==> src/rtl/fmul_pipe_if.sv <==
// Operand/result handshake bundle for the pipelined FP multiplier.
interface fmul_pipe_if #(
  parameter int EW = 8,
  parameter int MW = 23
);
  localparam int W = 1 + EW + MW;

  logic [W-1:0] x1;
  logic [W-1:0] x2;
  logic         rm;
  logic         valid_in;
  logic         ready_out;
  logic [W-1:0] y;
  logic         ovf;
  logic         valid_out;
  logic         ready_in;

  modport slave (
    input  x1, x2, rm, valid_in, ready_in,
    output ready_out, y, ovf, valid_out
  );

  modport master (
    output x1, x2, rm, valid_in, ready_in,
    input  ready_out, y, ovf, valid_out
  );
endinterface

==> src/rtl/fmul_pipe.sv <==
// 3-stage stallable IEEE-754 multiplier: unpack/partial products, normalise, round/pack.
module fmul_pipe #(
  parameter int EW = 8,
  parameter int MW = 23
) (
  input logic        clk,
  input logic        rstn,
  fmul_pipe_if.slave bus
);
  localparam int W    = 1 + EW + MW;
  localparam int M    = MW + 1;
  localparam int PW   = 2 * M;
  localparam int ML   = M / 2;
  localparam int MH   = M - ML;
  localparam int XW   = EW + 2;
  localparam int LZW  = $clog2(M + 1);
  localparam int BIAS = 2 ** (EW - 1) - 1;
  localparam int EMAX = 2 ** EW - 1;
  localparam int SAT  = MW + 3;
  localparam logic [W-1:0] QNAN = {1'b0, {EW{1'b1}}, 1'b1, {(MW-1){1'b0}}};

  function automatic logic [LZW-1:0] lzc(input logic [M-1:0] v);
    lzc = LZW'(M);
    for (int i = 0; i < M; i++)
      if (v[i]) lzc = LZW'(M - 1 - i);
  endfunction

  logic [2:0] r_vld_pipe;
  logic       w_en;
  assign w_en          = bus.ready_in | ~r_vld_pipe[2];
  assign bus.ready_out = w_en;

  // ---------------- S1: unpack ----------------
  logic [1:0][W-1:0] w_x;
  logic [1:0]        w_s, w_zero, w_inf, w_nan;
  logic [1:0][M-1:0] w_m;
  logic signed [XW-1:0] w_e [2];
  assign w_x = {bus.x2, bus.x1};

  for (genvar k = 0; k < 2; k++) begin : g_unpack
    logic [EW-1:0]  w_ex;
    logic [MW-1:0]  w_fr;
    logic [M-1:0]   w_sig;
    logic [LZW-1:0] w_lz;
    assign w_ex     = w_x[k][W-2:MW];
    assign w_fr     = w_x[k][MW-1:0];
    assign w_sig    = {|w_ex, w_fr};
    assign w_lz     = lzc(w_sig);
    assign w_m[k]   = w_sig << w_lz;
    // subnormals get effective exponent 1-lzc once normalised
    assign w_e[k]   = (|w_ex) ? XW'(w_ex) : XW'(1) - XW'(w_lz);
    assign w_s[k]   = w_x[k][W-1];
    assign w_zero[k] = ~|w_ex & ~|w_fr;
    assign w_inf[k]  = &w_ex & ~|w_fr;
    assign w_nan[k]  = &w_ex & |w_fr;
  end

  logic            w_sgn, w_inv, w_spec;
  logic [W-1:0]    w_spec_y;
  logic [XW-1:0]   w_esum;
  logic [M+ML-1:0] w_pp_lo;
  logic [M+MH-1:0] w_pp_hi;
  assign w_sgn    = w_s[0] ^ w_s[1];
  assign w_inv    = (|w_nan) | (w_inf[0] & w_zero[1]) | (w_inf[1] & w_zero[0]);
  assign w_spec   = w_inv | (|w_inf) | (|w_zero);
  assign w_spec_y = w_inv    ? QNAN :
                    (|w_inf) ? {w_sgn, {EW{1'b1}}, {MW{1'b0}}} :
                               {w_sgn, {(W-1){1'b0}}};
  assign w_esum   = w_e[0] + w_e[1] - XW'(BIAS);
  assign w_pp_lo  = (M+ML)'(w_m[0]) * (M+ML)'(w_m[1][ML-1:0]);
  assign w_pp_hi  = (M+MH)'(w_m[0]) * (M+MH)'(w_m[1][M-1:ML]);

  logic            r1_sgn, r1_rm, r1_spec;
  logic [W-1:0]    r1_spec_y;
  logic [XW-1:0]   r1_e;
  logic [M+ML-1:0] r1_pp_lo;
  logic [M+MH-1:0] r1_pp_hi;

  // ---------------- S2: combine and normalise ----------------
  logic [PW-1:0] w_prod, w_nsig, w_shf;
  logic [XW-1:0] w_ne, w_amt, w_sh;
  logic          w_top, w_sub, w_lost;
  assign w_prod = PW'(r1_pp_lo) + (PW'(r1_pp_hi) << ML);
  assign w_top  = w_prod[PW-1];
  // keep the leading one at the top instead of shifting right, so no bit is lost
  assign w_nsig = w_top ? w_prod : (w_prod << 1);
  assign w_ne   = r1_e + XW'(w_top);
  assign w_sub  = w_ne[XW-1] | ~|w_ne;
  assign w_amt  = XW'(1) - w_ne;
  assign w_sh   = !w_sub ? '0 : (w_amt > XW'(SAT)) ? XW'(SAT) : w_amt;
  assign w_shf  = w_nsig >> w_sh;
  assign w_lost = |(w_nsig & ~({PW{1'b1}} << w_sh));

  logic          r2_sgn, r2_rm, r2_spec, r2_g, r2_r, r2_s;
  logic [W-1:0]  r2_spec_y;
  logic [XW-1:0] r2_e;
  logic [M-1:0]  r2_m;

  // ---------------- S3: round and pack ----------------
  logic          w_inc, w_of;
  logic [M:0]    w_rsum;
  logic [XW-1:0] w_fe;
  logic [W-1:0]  w_y;
  assign w_inc  = ~r2_rm & r2_g & (r2_r | r2_s | r2_m[0]);
  assign w_rsum = {1'b0, r2_m} + (M+1)'(w_inc);
  // subnormal rounding into the hidden bit promotes to exponent 1
  assign w_fe   = (r2_e == '0) ? XW'(w_rsum[M-1]) : r2_e + XW'(w_rsum[M]);
  assign w_of   = w_fe >= XW'(EMAX);
  assign w_y    = r2_spec ? r2_spec_y :
                  w_of    ? {r2_sgn, {EW{1'b1}}, {MW{1'b0}}} :
                            {r2_sgn, w_fe[EW-1:0], w_rsum[MW-1:0]};

  logic [W-1:0] r_y;
  logic         r_ovf;

  always_ff @(posedge clk) begin
    if (!rstn) begin
      r_vld_pipe <= '0;
      r_y        <= '0;
      r_ovf      <= 1'b0;
    end else if (w_en) begin
      r_vld_pipe <= {r_vld_pipe[1:0], bus.valid_in};
      r1_sgn     <= w_sgn;
      r1_rm      <= bus.rm;
      r1_spec    <= w_spec;
      r1_spec_y  <= w_spec_y;
      r1_e       <= w_esum;
      r1_pp_lo   <= w_pp_lo;
      r1_pp_hi   <= w_pp_hi;
      r2_sgn     <= r1_sgn;
      r2_rm      <= r1_rm;
      r2_spec    <= r1_spec;
      r2_spec_y  <= r1_spec_y;
      r2_e       <= w_sub ? '0 : w_ne;
      r2_m       <= w_shf[PW-1:M];
      r2_g       <= w_shf[M-1];
      r2_r       <= w_shf[M-2];
      r2_s       <= (|w_shf[M-3:0]) | w_lost;
      r_y        <= w_y;
      r_ovf      <= ~r2_spec & w_of;
    end
  end

  assign bus.y         = r_y;
  assign bus.ovf       = r_ovf;
  assign bus.valid_out = r_vld_pipe[2];
endmodule

==> src/flat_wrapper.sv <==
// flat-port wrapper written by rule: the top's interface ports become plain ports
module fmul_pipe_flat 
#(
  parameter int EW = 8,
  parameter int MW = 23
)
  (clk, rstn, bus_x1, bus_x2, bus_rm, bus_valid_in, bus_ready_in, bus_ready_out, bus_y, bus_ovf, bus_valid_out);
  fmul_pipe_if #(.EW(EW), .MW(MW)) bus_i ();
  input logic clk;
  input logic rstn;
  input wire logic [$bits(bus_i.x1)-1:0] bus_x1;
  input wire logic [$bits(bus_i.x2)-1:0] bus_x2;
  input wire logic [$bits(bus_i.rm)-1:0] bus_rm;
  input wire logic [$bits(bus_i.valid_in)-1:0] bus_valid_in;
  input wire logic [$bits(bus_i.ready_in)-1:0] bus_ready_in;
  output wire logic [$bits(bus_i.ready_out)-1:0] bus_ready_out;
  output wire logic [$bits(bus_i.y)-1:0] bus_y;
  output wire logic [$bits(bus_i.ovf)-1:0] bus_ovf;
  output wire logic [$bits(bus_i.valid_out)-1:0] bus_valid_out;
  assign bus_i.x1 = bus_x1;
  assign bus_i.x2 = bus_x2;
  assign bus_i.rm = bus_rm;
  assign bus_i.valid_in = bus_valid_in;
  assign bus_i.ready_in = bus_ready_in;
  assign bus_ready_out = bus_i.ready_out;
  assign bus_y = bus_i.y;
  assign bus_ovf = bus_i.ovf;
  assign bus_valid_out = bus_i.valid_out;
  fmul_pipe #(.EW(EW), .MW(MW)) u_core (.clk(clk), .rstn(rstn), .bus(bus_i));
endmodule
==> config.mk <==
export PLATFORM = sky130hd
export DESIGN_NAME = fmul_pipe_flat
export DESIGN_NICKNAME = d
export VERILOG_FILES = /design/src/rtl/fmul_pipe_if.sv /design/src/rtl/fmul_pipe.sv /design/src/flat_wrapper.sv
export SDC_FILE = /design/constraint.sdc
export NUM_CORES = 2
export LEC_CHECK = 0
export ABC_AREA = 1
export ABC_CLOCK_PERIOD_IN_PS = 20300
export CELL_PAD_IN_SITES_DETAIL_PLACEMENT = 1
export CELL_PAD_IN_SITES_GLOBAL_PLACEMENT = 1
export CORE_ASPECT_RATIO = 1.4
export CORE_UTILIZATION = 49
export CTS_BUF_LIST = sky130_fd_sc_hd__clkbuf_16
export DETAILED_ROUTE_END_ITERATION = 6
export PLACE_DENSITY_LB_ADDON = 0.12
export SYNTH_ARGS = -nofsm -noshare
export SYNTH_HDL_FRONTEND = slang
export SYNTH_SLANG_ARGS = --single-unit
==> constraint.sdc <==
create_clock -name clk -period 20.3 [get_ports clk]
set_clock_uncertainty 0.15 [all_clocks]
set_input_delay 6.09 -clock clk [delete_from_list [all_inputs] [get_ports clk]]
set_output_delay 6.09 -clock clk [all_outputs]
set_load 0.005 [all_outputs]
Word-level counts from Yosys, hierarchy flattened
Cells that the tools add are included.
{"block": "classes", "bitwise": 26, "n_lt_le_gt_ge": 2, "n_mul": 2, "muxes": 57, "shift": 4, "addsub": 9, "reduce_logical": 19}
{"op": "two-way mux 5 bit", "count": 39}
{"op": "multiplier 24 x 12 -> 36 bit", "count": 2}
{"op": "two-way mux 31 bit", "count": 2}
{"op": "two-way mux 10 bit", "count": 5}
{"op": "adder 36 x 48 -> 48 bit", "count": 1}
{"op": "AND 48 bit", "count": 1}
{"op": "two-way mux 48 bit", "count": 1}
{"op": "inverter 48 bit", "count": 1}
{"op": "OR reduction 48 bit", "count": 1}
{"op": "left shift 24 x 5 -> 24 bit", "count": 2}
{"op": "left shift 48 x 10 -> 48 bit, first input constant", "count": 1}
{"op": ">> shifter 48 x 10 -> 48 bit", "count": 1}
{"op": "OR reduction 23 bit", "count": 2}
{"op": "two-way mux 4 bit", "count": 9}
{"op": "two-way mux 32 bit", "count": 1}
{"op": "adder 24 x 1 -> 25 bit", "count": 1}
{"op": "OR reduction 22 bit", "count": 1}
{"op": "adder 10 x 1 -> 10 bit", "count": 2}
{"op": "AND reduction 8 bit", "count": 2}
{"op": "OR reduction 8 bit", "count": 2}
{"op": "subtractor 1 x 5 -> 6 bit, first input constant", "count": 2}
{"op": "AND 1 bit", "count": 11}
{"op": "adder 10 bit", "count": 1}
{"op": "greater-or-equal comparator 10 x 8 -> 1 bit, second input constant", "count": 1}
{"op": "11 further kinds", "count": 27}
{"block": "totals", "in_bits": 69, "reg_bits": 225}

Depth between registers and ports, before layout
{"block": "depth", "depth_word": 28, "mapped_depth": 68, "ltp_nobuf": 66}

Worst setup path before layout
OpenSTA, ideal clock, no wires.
{"block": "synth_timing", "kind": "input -> register", "from": "input bus_x2[26]", "to": "register u_core.r1_pp_lo[32], data pin", "n_path_buf": 2, "cell_stages": 37, "t_arrival_ns": 13.464, "path_slack_ns": 6.426, "path_cell_list": "nor4_1 > nand4_1 > nor2_1 > inv_1 > nor2_1 > inv_1 > clkbuf_1 > nand2_1 > nand2_1 > nor2_1 > nand2_1 > inv_1 > clkbuf_1 > nand2_1 > fa_1 > fa_1 > fa_1 > inv_1 > fa_1 > inv_1 > fa_1 > inv_1 > ha_1 > inv_1 > o21bai_1 > a21oi_1 > o21ai_1 > a21boi_0 > o21ai_0 > a21boi_1 > o21ai_0 > a21boi_0 > o21ai_1 > a21boi_0 > o21ai_1 > a21oi_1 > xnor2_1"}
{"block": "synth_between", "elab_chain_cells": 4}
{"element": "start: declaration", "line_no": "flat_wrapper.sv:12", "source": "input wire logic [$bits(bus_i.x2)-1:0] bus_x2;"}
{"element": "OR reduction 8 bit (*)", "line_no": "fmul_pipe.sv:47", "source": "assign w_sig = {|w_ex, w_fr};"}
{"element": "two-way mux 5 bit", "line_no": "fmul_pipe.sv:25", "source": "if (v[i]) lzc = LZW'(M - 1 - i);"}
{"element": "left shift 24 x 5 -> 24 bit (*)", "line_no": "fmul_pipe.sv:49", "source": "assign w_m[k] = w_sig << w_lz;"}
{"element": "multiplier 24 x 12 -> 36 bit (*)", "line_no": "fmul_pipe.sv:70", "source": "assign w_pp_lo = (M+ML)'(w_m[0]) * (M+ML)'(w_m[1][ML-1:0]);"}
{"element": "net u_core.w_pp_lo[32]", "line_no": "fmul_pipe.sv:61", "source": "logic [M+ML-1:0] w_pp_lo;"}
{"element": "end signal: assignment", "line_no": "fmul_pipe.sv:128", "source": "r1_pp_lo <= w_pp_lo;"}
{"element": "end: declaration", "line_no": "fmul_pipe.sv:76", "source": "logic [M+ML-1:0] r1_pp_lo;"}
The timed path passes the listed nets; every way through them passes the cells marked *.
A chain may end at the register's enable or synchronous reset.

Final worst setup path
{"block": "layout_timing", "from": "input bus_x2[27]", "to": "register u_core.r1_pp_hi[34], data pin"}
{"block": "layout_between", "elab_chain_cells": 4}
{"element": "OR reduction 8 bit (*)", "line_no": "fmul_pipe.sv:47"}
{"element": "two-way mux 5 bit", "line_no": "fmul_pipe.sv:25"}
{"element": "left shift 24 x 5 -> 24 bit (*)", "line_no": "fmul_pipe.sv:49"}
{"element": "multiplier 24 x 12 -> 36 bit (*)", "line_no": "fmul_pipe.sv:71", "source": "assign w_pp_hi = (M+MH)'(w_m[0]) * (M+MH)'(w_m[1][M-1:ML]);"}
{"element": "net u_core.w_pp_hi[34]", "line_no": "fmul_pipe.sv:62", "source": "logic [M+MH-1:0] w_pp_hi;"}
{"element": "end signal: assignment", "line_no": "fmul_pipe.sv:129", "source": "r1_pp_hi <= w_pp_hi;"}
{"element": "end: declaration", "line_no": "fmul_pipe.sv:77", "source": "logic [M+MH-1:0] r1_pp_hi;"}
Marks and branches as above.

==> metrics <==
Sw Ratio 0.578; outcome finished clean; residual DRC count 0; top post-synthesis cells by count nand2_1 (1,284), inv_1 (769), fa_1 (442), nand3_1 (419), nor2_1 (320); antenna diode count 0; TritonCTS clock tree built; Final Wtd Congestion 0.963; final worst-path cycle share 0.835; # setup viols final 0; Slew Limit Headroom 0.164; Cell variety after synth 53; DP HPWL 96,800 um; Clock Sinks ~170; Num CTS Buffers 17; Post-synth top flop edfxtp_1; VDD IR max 0.000159 V; YS warnings 0; total gr overflow 0; drt first-iter violations 1,626; Placement Setup Slack 3.25 ns; post-synth net total 5,207; delay of the slowest critical-path stage 0.76 ns; Max-Cap Viols 0; most common cell in the synthesized netlist nand2_1; Synth area leader fa_1; die width 219 um; Final min period between 15 and 20 ns; Flop pwr share 0.126; Starting Density 0.497; final setup TNS 0 ns; Floorplan Core Area 64,700 um^2; Final #Nets 5,201; vias per cell 5.73; Longest Clk Path Bufs 2; hold crit path type flip-flop to flip-flop; total number of vias between 30,000 and 40,000; power per cell area 178 nW/um^2; share of cells above drive strength 1 0.0242; fin util 0.533; leakage power total between 0.015 and 0.02 uW; register area share after synthesis 0.145; DR pass1 iterations 5; full die area 66,700 um^2; Final WS setup 3.34 ns; Post-CTS Setup Repair Bufs 0; via count of the first global-routing pass 34,000; Comb power frac 0.819; number of buffers inserted by port buffering about 100; layout overhead on the synthesized area 7.16%; f_max 0.0590 GHz; top cells by area, synth fa_1 (27%), nand2_1 (15%), edfxtp_1 (12%); Crit-path slowest cell nand3_1; Chip Height slightly above 300 um; share of the synthesized area in the top cell type 0.275; Wirelength per Cell roughly 22 um; launching element type of the critical path primary input; critical-path maximum fanout 25; Clock Latency Late Sink ~0.48 ns; max-slew violation count 0; num rows 110; I/O pin count 104; fillers 8,466; CTS clk-pin slew, worst paths 0.07 ns; final wirelength 119,000 um; final hold vios 0; RSZ-0062 raised after global routing false; switching pwr 3550 uW; CTS root buf clkbuf_16; CTS Hold Bufs 0; H-tree depth 4; crit end category flip-flop; synthesized area per cell about 7.2 um^2; cell area after synthesis 32,200 um^2; clock share of power 0.055; Worst EP arrival 17.03 ns; first-pass GRT wire length ~190,000 um; post-route ant nets 0; flops & latches, synth 167; GRT Total Usage 0.366; Cells after Synth 4,498; Resized cells post-CTS 0; number of synthesized flops with an enable pin 131; initial antenna violation count 3; Async SR Flop Fraction 0; Pint around 2600 uW; Critical Path RT 20.37 ns; largest net degree at the start of global routing 76; Crit Path Class primary input to flip-flop; Worst-Margin Slew 1.25 ns
-- per-stage QoR --
stage               hold slack, ns  cells  power, uW  area, um^2
finish                       0.279   5345       6140       34500
global route                 0.285   5345       6690       34500
CTS                          0.274   5345       6110       34500
detailed placement           0.256   5313       5700       33900
global placement             0.254   5313       5520       33900
floorplan                    0.250   4498       4080       32200
-- path summary, 6_finish.rpt --
path | start | to | slack [ns] | depth (start not counted)
max | bus_x2[27] | u_core.r1_pp_hi[34] | 3.34 | 37
min | u_core.r1_spec_y[31] | u_core.r2_spec_y[31] | 0.28 | 0
max reg2reg | u_core.r1_pp_lo[31] | u_core.r2_s | 13.05 | 29
min reg2reg | u_core.r1_spec_y[31] | u_core.r2_spec_y[31] | 0.28 | 0
-- sequential cells by signal (all words and copies together) (netlist names), 3 cells and up --
register	count
u_core.r1_pp_hi	36
u_core.r1_pp_lo	36
u_core.bus.y	32
u_core.r2_m	24
u_core.r1_e	10
u_core.r2_e	10
u_core.r1_spec_y	3
u_core.r2_spec_y	3
u_core.r_vld_pipe	3
-- cell usage in the layout, fill, tap and decap left out, drive strengths merged, types with 2 or more instances in the layout --
cell / count
a211oi: 3
a21boi: 12
a21o: 9
a21oi: 234
a311oi: 2
a31oi: 11
a41oi: 3
and2: 4
and3: 3
buf: 39
clkbuf: 18
clkdlybuf4s50: 103
clkinv: 25
dfxtp: 36
edfxtp: 131
fa: 442
ha: 198
inv: 784
nand2: 1285
nand3: 421
nand3b: 6
nand4: 44
nor2: 325
nor3: 19
nor4: 11
o211ai: 14
o21a: 9
o21ai: 155
o21bai: 13
o22ai: 4
o31ai: 6
or2: 12
xnor2: 43
xor2: 76
-- worst max-delay path: cells and delay by family --
kind,cells,cell delay [ns]
buffers and inverters,9,2.47
and+or+nand+nor,10,2.89
xor gates and xnor gates,1,0.11
adders and majority gates,6,2.59
AOI/OAI and AO/OA,11,2.80
-- area by class of cell --
cell class	instances	area, um^2	share of cell area
clock inverter	14	150	0.00435
sequential	167	4650	0.135
tap	840	1050	0.0305
timing repair buffer	142	1320	0.0384
inverter	795	2990	0.0866
clock buffer	18	450	0.0131
multi-input combinational	3369	23900	0.692
-- cells by family (layout without fill, tap and decap cells) --
logic type,after synthesis,in the layout,synth area share
and+or+nand+nor,2131,2131,0.273
buffers and inverters,962,969,0.115
adders and majority gates,640,640,0.352
AOI/OAI and AO/OA,478,478,0.0818
DFF,167,167,0.145
xor gates and xnor gates,119,119,0.0331
other,1,1,0.000117
-- power groups by stage --
stage               combinational (uW)  sequential [uW]  clock (uW)
finish                            5030              771         338
global route                      5560              776         351
CTS                               5000              768         341
detailed placement                4920              774           0
global placement                  4750              770           0
floorplan                         3360              722           0
-- metal layers --
metal / track usage / up-vias / part of all wire
li1: - / 14000 / -
met1: 0.380 / 15300 / 0.35
met2: 0.683 / 943 / 0.53
met5: 0 / - / 0.00057
met3: 0.0397 / 386 / 0.042
met4: 0.242 / 4 / 0.072
(Power assumes the default switching activity.)
